==> src/rtl/sonata_pkg.sv <==
// Shared definitions for the UART receive monitor.
//   DefClkFreq / DefBaudRate : default system clock and serial bit rate
//   uart_rx_state_e          : receiver FSM state encoding
package sonata_pkg;

    localparam int unsigned DefClkFreq  = 30_000_000;
    localparam int unsigned DefBaudRate = 921_600;

    typedef enum logic [2:0] {
        IDLE,
        START,
        DATA,
        STOP,
        WAIT_IDLE
    } uart_rx_state_e;

endpackage

==> src/rtl/uart_rx_fifo.sv <==
// First-word-fall-through byte FIFO with registered storage.
//   clk_i, rst_i : clock, synchronous active-high reset
//   push_i       : write wdata_i (accepted if not full, or full with a same-cycle pop)
//   pop_i        : consume head (ignored while empty)
//   rdata_o      : head entry, zero while empty
//   rvalid_o     : FIFO non-empty
//   full_o       : FIFO holds Depth entries
//   level_o      : occupancy 0..Depth
module uart_rx_fifo #(
    parameter int unsigned Depth = 16,
    parameter int unsigned Width = 8
) (
    input  logic                     clk_i,
    input  logic                     rst_i,
    input  logic                     push_i,
    input  logic [Width-1:0]         wdata_i,
    input  logic                     pop_i,
    output logic [Width-1:0]         rdata_o,
    output logic                     rvalid_o,
    output logic                     full_o,
    output logic [$clog2(Depth):0]   level_o
);

    localparam int unsigned AW = $clog2(Depth);
    localparam logic [AW:0] FullLevel = (AW+1)'(Depth);

    logic [Width-1:0] mem_q [Depth];
    logic [AW-1:0]    wptr_q;
    logic [AW-1:0]    rptr_q;
    logic [AW:0]      count_q;
    logic             empty;
    logic             do_push;
    logic             do_pop;

    assign empty   = (count_q == '0);
    assign full_o  = (count_q == FullLevel);
    assign do_pop  = pop_i && !empty;
    // When full, the slot being freed by a same-cycle pop is the one written.
    assign do_push = push_i && (!full_o || do_pop);

    always_ff @(posedge clk_i) begin
        if (do_push) begin
            mem_q[wptr_q] <= wdata_i;
        end
    end

    always_ff @(posedge clk_i) begin
        if (rst_i) begin
            wptr_q  <= '0;
            rptr_q  <= '0;
            count_q <= '0;
        end else begin
            if (do_push) wptr_q <= wptr_q + 1'b1;
            if (do_pop)  rptr_q <= rptr_q + 1'b1;
            case ({do_push, do_pop})
                2'b10:   count_q <= count_q + 1'b1;
                2'b01:   count_q <= count_q - 1'b1;
                default: count_q <= count_q;
            endcase
        end
    end

    assign rvalid_o = !empty;
    assign rdata_o  = empty ? '0 : mem_q[rptr_q];
    assign level_o  = count_q;

endmodule

==> src/rtl/uart_rx_monitor.sv <==
// UART receiver that decodes 8N1 frames from an asynchronous line and
// queues the bytes in a FIFO.
//   clk_i, rst_i : clock, synchronous active-high reset
//   rx_i         : asynchronous serial input, idle high
//   rdata_o      : head-of-FIFO byte
//   rvalid_o     : FIFO non-empty
//   rready_i     : consumer accepts rdata_o (pop when rvalid_o && rready_i)
//   frame_err_o  : one-cycle pulse on a bad stop bit
//   overflow_o   : sticky, a byte was dropped on a full FIFO
//   level_o      : FIFO occupancy
//
// state     | meaning
// ----------|----------------------------------------------------------
// IDLE      | line high, waiting for a falling edge
// START     | half a bit in, confirm the start bit is still low
// DATA      | sampling 8 data bits at mid-bit, LSB first
// STOP      | sampling the stop bit; high pushes, low flags a frame error
// WAIT_IDLE | after a frame error, wait for the line to return high
module uart_rx_monitor
    import sonata_pkg::*;
#(
    parameter int unsigned ClkFreq   = DefClkFreq,
    parameter int unsigned BaudRate  = DefBaudRate,
    parameter int unsigned FifoDepth = 16
) (
    input  logic                        clk_i,
    input  logic                        rst_i,
    input  logic                        rx_i,
    output logic [7:0]                  rdata_o,
    output logic                        rvalid_o,
    input  logic                        rready_i,
    output logic                        frame_err_o,
    output logic                        overflow_o,
    output logic [$clog2(FifoDepth):0]  level_o
);

    localparam int unsigned BitCycles  = ClkFreq / BaudRate;
    localparam int unsigned HalfCycles = BitCycles / 2;
    localparam int unsigned CntW       = (BitCycles > 2) ? $clog2(BitCycles) : 1;
    localparam logic [CntW-1:0] BitLoad  = CntW'(BitCycles - 1);
    localparam logic [CntW-1:0] HalfLoad = CntW'((HalfCycles > 0) ? HalfCycles - 1 : 0);

    logic            rx_meta_q;
    logic            rx_s;
    uart_rx_state_e  state_q, state_d;
    logic [CntW-1:0] cnt_q, cnt_d;
    logic [2:0]      bit_q, bit_d;
    logic [7:0]      shift_q, shift_d;
    logic            push;
    logic            ferr_d;
    logic            frame_err_q;
    logic            overflow_q;
    logic            fifo_full;
    logic            cnt_zero;

    always_ff @(posedge clk_i) begin
        if (rst_i) begin
            rx_meta_q <= 1'b1;
            rx_s      <= 1'b1;
        end else begin
            rx_meta_q <= rx_i;
            rx_s      <= rx_meta_q;
        end
    end

    always_ff @(posedge clk_i) begin
        if (rst_i) begin
            state_q     <= IDLE;
            cnt_q       <= '0;
            bit_q       <= '0;
            shift_q     <= '0;
            frame_err_q <= 1'b0;
        end else begin
            state_q     <= state_d;
            cnt_q       <= cnt_d;
            bit_q       <= bit_d;
            shift_q     <= shift_d;
            frame_err_q <= ferr_d;
        end
    end

    assign cnt_zero = (cnt_q == '0);

    always_comb begin
        state_d = state_q;
        cnt_d   = cnt_q;
        bit_d   = bit_q;
        shift_d = shift_q;
        push    = 1'b0;
        ferr_d  = 1'b0;
        case (state_q)
            IDLE: begin
                if (!rx_s) begin
                    cnt_d   = HalfLoad;
                    state_d = START;
                end
            end
            START: begin
                if (!cnt_zero) begin
                    cnt_d = cnt_q - 1'b1;
                end else if (!rx_s) begin
                    cnt_d   = BitLoad;
                    bit_d   = '0;
                    state_d = DATA;
                end else begin
                    state_d = IDLE;
                end
            end
            DATA: begin
                if (!cnt_zero) begin
                    cnt_d = cnt_q - 1'b1;
                end else begin
                    shift_d = {rx_s, shift_q[7:1]};
                    cnt_d   = BitLoad;
                    bit_d   = bit_q + 1'b1;
                    if (bit_q == 3'd7) state_d = STOP;
                end
            end
            STOP: begin
                if (!cnt_zero) begin
                    cnt_d = cnt_q - 1'b1;
                end else begin
                    push    = rx_s;
                    ferr_d  = !rx_s;
                    state_d = rx_s ? IDLE : WAIT_IDLE;
                end
            end
            WAIT_IDLE: begin
                if (rx_s) state_d = IDLE;
            end
            default: state_d = IDLE;
        endcase
    end

    // A full FIFO only accepts a push when the consumer pops in the same cycle.
    always_ff @(posedge clk_i) begin
        if (rst_i) begin
            overflow_q <= 1'b0;
        end else if (push && fifo_full && !rready_i) begin
            overflow_q <= 1'b1;
        end
    end

    uart_rx_fifo #(
        .Depth (FifoDepth),
        .Width (8)
    ) u_fifo (
        .clk_i    (clk_i),
        .rst_i    (rst_i),
        .push_i   (push),
        .wdata_i  (shift_q),
        .pop_i    (rready_i),
        .rdata_o  (rdata_o),
        .rvalid_o (rvalid_o),
        .full_o   (fifo_full),
        .level_o  (level_o)
    );

    assign frame_err_o = frame_err_q;
    assign overflow_o  = overflow_q;

endmodule

==> config.mk <==
export PLATFORM = sky130hd
export DESIGN_NAME = uart_rx_monitor
export DESIGN_NICKNAME = d
export VERILOG_FILES = /design/src/rtl/sonata_pkg.sv /design/src/rtl/uart_rx_fifo.sv /design/src/rtl/uart_rx_monitor.sv
export SDC_FILE = /design/constraint.sdc
export NUM_CORES = 1
export LEC_CHECK = 0
export ABC_AREA = 1
export CORE_MARGIN = 2
export CORE_UTILIZATION = 32
export DETAILED_ROUTE_END_ITERATION = 10
export PLACE_DENSITY = 0.54
export SLEW_MARGIN = 15
export SYNTH_ARGS = -nofsm -noshare
export SYNTH_HDL_FRONTEND = slang
export SYNTH_HIERARCHICAL = 1
export SYNTH_SLANG_ARGS = --single-unit
==> constraint.sdc <==
create_clock -name clk_i -period 3.85 [get_ports clk_i]
set_input_delay 0.9625 -clock clk_i [delete_from_list [all_inputs] [get_ports clk_i]]
set_output_delay 0.9625 -clock clk_i [all_outputs]
set_load 0.05 [all_outputs]
==> flow_summary.rst, run 1 <==
.. list-table::
   :header-rows: 1

   * - Metric
     - Value
   * - Sequential area share after synthesis
     - 63.91%
   * - Global route total overflow
     - 0
   * - Total number of placement rows
     - 55
   * - Hold violation total from the final report
     - 0
   * - Clock insertion delay at the later pin of the skew report
     - 420 ps
   * - Signal arrival time at the worst endpoint
     - 2580 ps
   * - Accumulated negative setup slack
     - 0 ps
   * - Count of pins over their slew limit
     - 0
   * - Critical path type
     - flip-flop to primary output
   * - Peak supply drop
     - 0.4963 mV
   * - Worst Hold Class
     - flip-flop to flip-flop
   * - Number of placed cells counting well taps
     - ~1,000
   * - Total Routed Length
     - 16.33 mm
   * - Antenna cell count
     - 0
   * - Vias in the first global route
     - between 4,000 and 5,000
   * - Number of library cell types mapped by synthesis
     - 31
   * - Clk slew on worst S/H paths
     - 70 ps
   * - Die X-Extent
     - approximately 150 um
   * - Layout Area Growth over Synthesis
     - 15.27%
   * - CTS H-tree depth
     - 4
   * - Nets in the synthesized netlist
     - slightly above 700
   * - Finish-stage setup viols
     - 0
   * - Number of buffers inserted by hold repair at cts
     - 0
   * - Count of mapped cells out of synthesis
     - 709
   * - Area of the die
     - 23,930 sq um
   * - Initial DRC count
     - 321
   * - Instance area after placement
     - 7787 sq um
   * - Vias/cell
     - 4.777
   * - Critical path fanouts, max
     - 43
   * - Count of max-cap constraint violations
     - 0
   * - WP data required
     - 2890 ps
   * - Number of warnings issued by yosys
     - 6
   * - Critical Path Sink Type
     - primary output
   * - Per-cell routed wire length
     - 15.88 um
   * - Worst rel slew slack
     - 28.06%
   * - Vias after detailed routing
     - between 4,000 and 5,000
   * - Largest net degree at the start of global routing
     - 44
   * - Post-route cell area
     - 8377 sq um
   * - Cell area after synthesis
     - between 7000 and 8000 sq um
   * - Most frequent cells in the layout
     - 206 x sky130_fd_sc_hd__nand2_1, 128 x sky130_fd_sc_hd__edfxtp_1, 109 x sky130_fd_sc_hd__nand3_1
   * - Utilization after layout
     - 37.34%
   * - Final Power
     - between 6 and 7 mW
   * - Area taken by flip-flops and latches
     - ~4600 sq um
   * - Clock Sinks
     - approximately 170
   * - # nets final
     - 746
   * - Chip Height
     - 154.7 um
   * - Number of standard cells in the layout, taps in and fillers out
     - 1,028
   * - Mapped Avg Cell Area
     - 10.25 sq um
   * - Number of search-and-repair iterations in the first detailed-routing pass
     - 6
   * - Result of the run
     - complete, no violations
   * - TritonCTS clock tree
     - yes
   * - Post-route fraction of the period consumed by the critical path
     - 91.97%
   * - Antenna Nets Post-Route
     - 0
   * - Ratio of cells with drive above 1 in the final layout
     - between 10% and 20%
   * - Cell at the root of the clock tree
     - sky130_fd_sc_hd__clkbuf_16
   * - Wire length of the first global-routing pass
     - 26.41 mm
   * - Final worst path period need
     - roughly 3500 ps
   * - Leading cell type in the layout, fill and taps excluded
     - sky130_fd_sc_hd__nand2_1
   * - Antenna violations before repair
     - 0
   * - FF+latch count, synth
     - 168
   * - Area of the multi-input gates
     - 2282 sq um
   * - Leakage Power
     - roughly 3.2 nW
   * - Nature of the critical path startpoint
     - flip-flop
   * - Power Dens Cells
     - 744.3 nW/um^2
   * - Number of I/O port buffers
     - 19
   * - Timing-limited maximum frequency
     - 282.4 MHz
   * - DRC violations left
     - 0
   * - Placer's final routability congestion estimate
     - 0.7702
   * - Unrepaired setup endpoints after global routing
     - false
   * - Max Buffers Root-to-Sink
     - 2
   * - Least-Margin Pin Slew
     - 1078 ps
   * - IO Pins
     - 20
   * - Total GRT Usage
     - 14.30%
   * - Fill cell count
     - 2,221
   * - Setup fix buffers added after clock tree synthesis
     - 0
   * - Area of the core
     - 22,430 sq um
   * - Post-route clock skew
     - 9.354 ps
   * - Resized cells post-CTS
     - 0
   * - Number of clock buffers inserted by TritonCTS
     - 17
   * - Initial Utilization
     - 32.39%
   * - Post-DP HPWL
     - 10.34 mm
[power by group]
| group | switching, mW | internal (mW) |
|---|---|---|
| logic | 1.42 | 0.798 |
| registers | 0.230 | 2.10 |
| clock network | 0.746 | 0.940 |
| total | 2.40 | 3.84 |
[per-stage QoR]
| stage | worst slack (ps) | hold slack [ps] |
|---|---|---|
| after global placement | 772.9 | 396.6 |
| final | 309.1 | 417.4 |
| after floorplan | 932.3 | 389.5 |
| after detailed placement | 736.4 | 400.4 |
| after CTS | 275.1 | 418.5 |
| after global routing | 40.09 | 457.5 |
[worst paths after layout]
path,end,startpoint,cells past startpoint,slack [ps]
max reg2reg,u_fifo/mem_q[6][1]$_DFFE_PP_,cnt_q[0]$_SDFFE_PP0P_,10,1070
min reg2reg,rx_s$_SDFF_PP1_,rx_meta_q$_SDFF_PP1_,1,420
min,rx_s$_SDFF_PP1_,rx_meta_q$_SDFF_PP1_,1,420
max,rdata_o[2],flip-flop,8,310
[synth_stat cells]
library cell,instances,area [sq um]
sky130_fd_sc_hd__nand3_4,3,52.55
sky130_fd_sc_hd__buf_4,1,7.510
sky130_fd_sc_hd__a21o_1,1,7.510
sky130_fd_sc_hd__or2_2,2,12.51
sky130_fd_sc_hd__o21ai_1,15,75.07
sky130_fd_sc_hd__buf_6,8,90.09
sky130_fd_sc_hd__nand2_2,5,31.28
sky130_fd_sc_hd__a21oi_1,26,130.1
sky130_fd_sc_hd__edfxtp_1,128,3844
sky130_fd_sc_hd__nand4_1,3,18.77
sky130_fd_sc_hd__nor2_1,58,217.7
sky130_fd_sc_hd__ha_1,11,137.6
sky130_fd_sc_hd__nand2_4,1,11.26
sky130_fd_sc_hd__a31oi_1,1,6.260
sky130_fd_sc_hd__fa_1,1,20.02
sky130_fd_sc_hd__buf_2,14,70.07
sky130_fd_sc_hd__inv_1,32,120.1
sky130_fd_sc_hd__dfxtp_1,40,800.8
sky130_fd_sc_hd__xnor2_1,1,8.760
sky130_fd_sc_hd__inv_2,10,37.54
sky130_fd_sc_hd__o21bai_1,1,7.510
sky130_fd_sc_hd__nor4_1,1,6.260
sky130_fd_sc_hd__nand3_2,7,70.07
sky130_fd_sc_hd__nand2_1,206,773.2
sky130_fd_sc_hd__o21ai_2,1,8.760
sky130_fd_sc_hd__nor2_2,6,37.54
sky130_fd_sc_hd__xor2_1,2,17.52
sky130_fd_sc_hd__nor2_4,5,56.30
sky130_fd_sc_hd__nand3_1,109,545.5
sky130_fd_sc_hd__o21ai_0,6,30.03
sky130_fd_sc_hd__clkbuf_1,4,15.01
[layer usage]
metal	track usage, %	wire [um]	vias up
met5	0	0	-
met4	3.263	113	0
met3	3.082	655	11
met2	22.58	7553	102
met1	20.26	8002	2349
li1	-	-	2449
[kinds of logic (layout without fill, tap and decap cells)]
group                      Yosys count  after routing  synth area share, %
and+or+nand+nor                    406            406                25.22
buffers and inverters               69            103                4.683
AOI/OAI and AO/OA                   51             51                3.650
DFF                                168            168                63.91
adders and majority gates           12             12                2.169
xor gates and xnor gates             3              3               0.3616
[critical path, stage by stage (launching register included)]
cell                      delay, ps
sky130_fd_sc_hd__dfxtp_2        860
sky130_fd_sc_hd__buf_4          390
sky130_fd_sc_hd__nand2_1         80
sky130_fd_sc_hd__nand3_1         80
sky130_fd_sc_hd__nand3_1         90
sky130_fd_sc_hd__nand2_1        100
sky130_fd_sc_hd__nand2_1         60
sky130_fd_sc_hd__a21oi_1        300
sky130_fd_sc_hd__buf_12         180
[flip-flops by register name, indices dropped and copies added, names as in the netlist, named ones only]
| name | cells |
|---|---|
| rx_meta_q | 1 |
| u_fifo/level_o | 5 |
| frame_err_o | 1 |
| u_fifo/wptr_q | 4 |
| shift_q | 8 |
| overflow_o | 1 |
| state_q | 3 |
| u_fifo/mem_q | 128 |
| cnt_q | 5 |
| bit_q | 3 |
| rx_s | 1 |
| u_fifo/rptr_q | 4 |
[final cells by class]
type | count | area share [%]
inverters | 42 | 1.882
well taps | 285 | 4.257
multi-input cells | 472 | 27.24
clock inverters | 12 | 1.195
flip-flops and latches | 168 | 55.46
clock buffers | 20 | 5.840
repair buffers | 29 | 4.122
(Power assumes the default switching activity.)
==> run 2, diff against run 1 <==
--- a/config.mk
+++ b/config.mk
@@ -7,9 +7,10 @@
 export LEC_CHECK = 0
 export ABC_AREA = 1
 export CORE_MARGIN = 2
-export CORE_UTILIZATION = 32
+export CORE_UTILIZATION = 65
 export DETAILED_ROUTE_END_ITERATION = 10
-export PLACE_DENSITY = 0.54
+export MAX_ROUTING_LAYER = met4
+export PLACE_DENSITY = 0.9
 export SLEW_MARGIN = 15
 export SYNTH_ARGS = -nofsm -noshare
 export SYNTH_HDL_FRONTEND = slang
==> flow_summary.rst, run 2 (synthesis gave the netlist of run 1 again) <==
.. list-table::
   :header-rows: 1

   * - Metric
     - Value
   * - Result of the run
     - complete, no violations
   * - Setup fix buffers added after clock tree synthesis
     - 0
   * - Accumulated negative setup slack
     - 0 ps
   * - Cell count of the worst reg-to-reg path
     - 10
   * - Worst rel slew slack
     - 35.06%
   * - Cell at the root of the clock tree
     - sky130_fd_sc_hd__clkbuf_8
   * - Switching power
     - 2.330 mW
   * - IO Pins
     - 20
   * - Instance count on the critical path
     - 9
   * - Delay contributed by the slowest stage of the critical path
     - between 400 and 500 ps
   * - Part of the power in the clock network
     - approximately a quarter
   * - # nets final
     - 741
   * - TritonCTS clock tree
     - yes
   * - Leakage Power
     - roughly 3.1 nW
   * - Signal arrival time at the worst endpoint
     - 2710 ps
   * - Number of I/O port buffers
     - 19
   * - Post-DP HPWL
     - 10.14 mm
   * - Vias in the first global route
     - 5,109
   * - Wire length of the first global-routing pass
     - 24.96 mm
   * - Peak supply drop
     - 0.8265 mV
   * - Per-cell routed wire length
     - roughly 18 um
   * - Antenna Nets Post-Route
     - 0
   * - Area of the core
     - around 11,000 sq um
   * - Unrepaired setup endpoints after global routing
     - false
   * - Critical path type
     - flip-flop to primary output
   * - Critical Path Sink Type
     - primary output
   * - Total number of placement rows
     - 38
   * - Reg2reg start
     - cnt_q[0]$_SDFFE_PP0P_
   * - Minimum hold slack
     - 411.1 ps
   * - Total Routed Length
     - 15.82 mm
   * - Leading cell type in the layout, fill and taps excluded
     - sky130_fd_sc_hd__nand2_1
   * - Post-route fraction of the period consumed by the critical path
     - 95.27%
   * - Vias/cell
     - 6.003
   * - Number of search-and-repair iterations in the first detailed-routing pass
     - 5
   * - Area of the die
     - 12,040 sq um
   * - CTS H-tree depth
     - 4
   * - Number of clock buffers inserted by TritonCTS
     - 17
   * - Hold Path Cell Cnt
     - 1
   * - Initial Utilization
     - between 60% and 70%
   * - Number of placed cells counting well taps
     - approximately 850
   * - Number of standard cells in the layout, taps in and fillers out
     - 878
   * - Max Buffers Root-to-Sink
     - 2
   * - Chip Height
     - 109.7 um
   * - Largest net degree at the start of global routing
     - 59
   * - Die X-Extent
     - 109.7 um
   * - Initial DRC count
     - 497
   * - Cell chain of the critical path
     - inv_2 > buf_4 > nand2_1 > nand3_1 > nand3_1 > nand2_1 > nand2_1 > a21oi_1 > buf_12
   * - Relative contribution of sequential cells to total power
     - 37.6%
   * - Clock insertion delay at the later pin of the skew report
     - 530 ps
   * - Critical path fanouts, max
     - 38
   * - Number of buffers inserted by hold repair at cts
     - 0
   * - Placer's final routability congestion estimate
     - 0.9786
   * - Antenna violations before repair
     - 0
   * - Total GRT Usage
     - 29.17%
   * - Max reg flops
     - 128
   * - Most frequent cells in the layout
     - 206 x sky130_fd_sc_hd__nand2_1, 128 x sky130_fd_sc_hd__edfxtp_1, 109 x sky130_fd_sc_hd__nand3_1
   * - WP data required
     - between 2000 and 3000 ps
   * - Post-route cell area
     - 8103 sq um
   * - Hold violation total from the final report
     - 0
   * - Internal power
     - 3.776 mW
   * - Least-Margin Pin Slew
     - 970.6 ps
   * - R2R setup slack
     - 870 ps
   * - Layout Area Growth over Synthesis
     - 11.50%
   * - Net switching share of the total power
     - 38.17%
   * - Fill cell count
     - 697
   * - Instance area after placement
     - 7561 sq um
   * - Clock Sinks
     - 168
   * - Global route total overflow
     - 0
   * - Clk slew on worst S/H paths
     - around 60 ps
   * - Power Dens Cells
     - 753.6 nW/um^2
   * - Delay-heaviest family, CP
     - buffers and inverters
   * - Post-route clock skew
     - slightly above 7 ps
   * - Antenna cell count
     - 0
   * - Register with the most flip-flops
     - u_fifo/mem_q
   * - Startpoint of the tightest hold check path
     - rx_meta_q$_SDFF_PP1_
   * - Biggest registers after layout
     - u_fifo/mem_q x128, shift_q x8
   * - CP most frequent cell
     - sky130_fd_sc_hd__nand2_1
   * - Finish-stage setup viols
     - 0
   * - Count of pins over their slew limit
     - 0
   * - Worst Hold Class
     - flip-flop to flip-flop
   * - Count of max-cap constraint violations
     - 0
   * - DRC violations left
     - 0
   * - Nature of the critical path startpoint
     - flip-flop
   * - Power share of the combinational group
     - 37.4%
   * - Vias after detailed routing
     - 5,271
   * - CP max stage cell
     - sky130_fd_sc_hd__inv_2
   * - Ratio of cells with drive above 1 in the final layout
     - 10.70%
   * - Buf/Inv on CP
     - 3
   * - Final worst path period need
     - 3668 ps
   * - Timing-limited maximum frequency
     - 272.6 MHz
[run 2: through the flow]
step	utilization (%)	total power, mW	setup slack (ps)
2_1_floorplan	-	3.876	932.3
3_3_place_gp	69.44	4.482	807.3
3_5_place_dp	69.44	4.575	750.0
4_1_cts	74.32	6.094	140.6
5_1_grt	74.42	6.401	69.48
6_report	74.42	6.106	182.0
[run 2: path summary, 6_finish.rpt]
path                                   endpoint
setup / recovery                     rdata_o[1]
hold reg to reg                 rx_s$_SDFF_PP1_
hold / removal                  rx_s$_SDFF_PP1_
setup reg to reg  u_fifo/mem_q[10][1]$_DFFE_PP_
[run 2: power groups by stage]
stage	logic, mW	registers [mW]	clock network (mW)
4_1_cts	2.26	2.30	1.54
6_report	2.28	2.30	1.53
5_1_grt	2.48	2.31	1.61
2_1_floorplan	1.54	2.34	0
3_5_place_dp	2.24	2.33	0
3_3_place_gp	2.16	2.32	0
[run 2: layout make-up]
class,instances,area (sq um),area share [%]
multi-input combinational,472,2282,28.17
sequential,168,4646,57.33
timing repair inverter,1,7.507,0.09265
tap,140,175.2,2.162
clock buffer,27,494.2,6.099
clock inverter,5,36.28,0.4478
timing repair buffer,23,300.3,3.706
inverter,42,161.4,1.992
[run 2: repair_timing]
item | in CTS | in global routing
gates resized for setup | 0 | 2
endpoints found under the setup margin | 0 | 8
hold endpoints to repair | 0 | 0
[run 2: layer usage]
layer	track usage [%]	part of all wire, %
met1	34.02	38
met2	49.69	51
met3	6.876	8.9
met4	10.22	1.8
met5	-	0
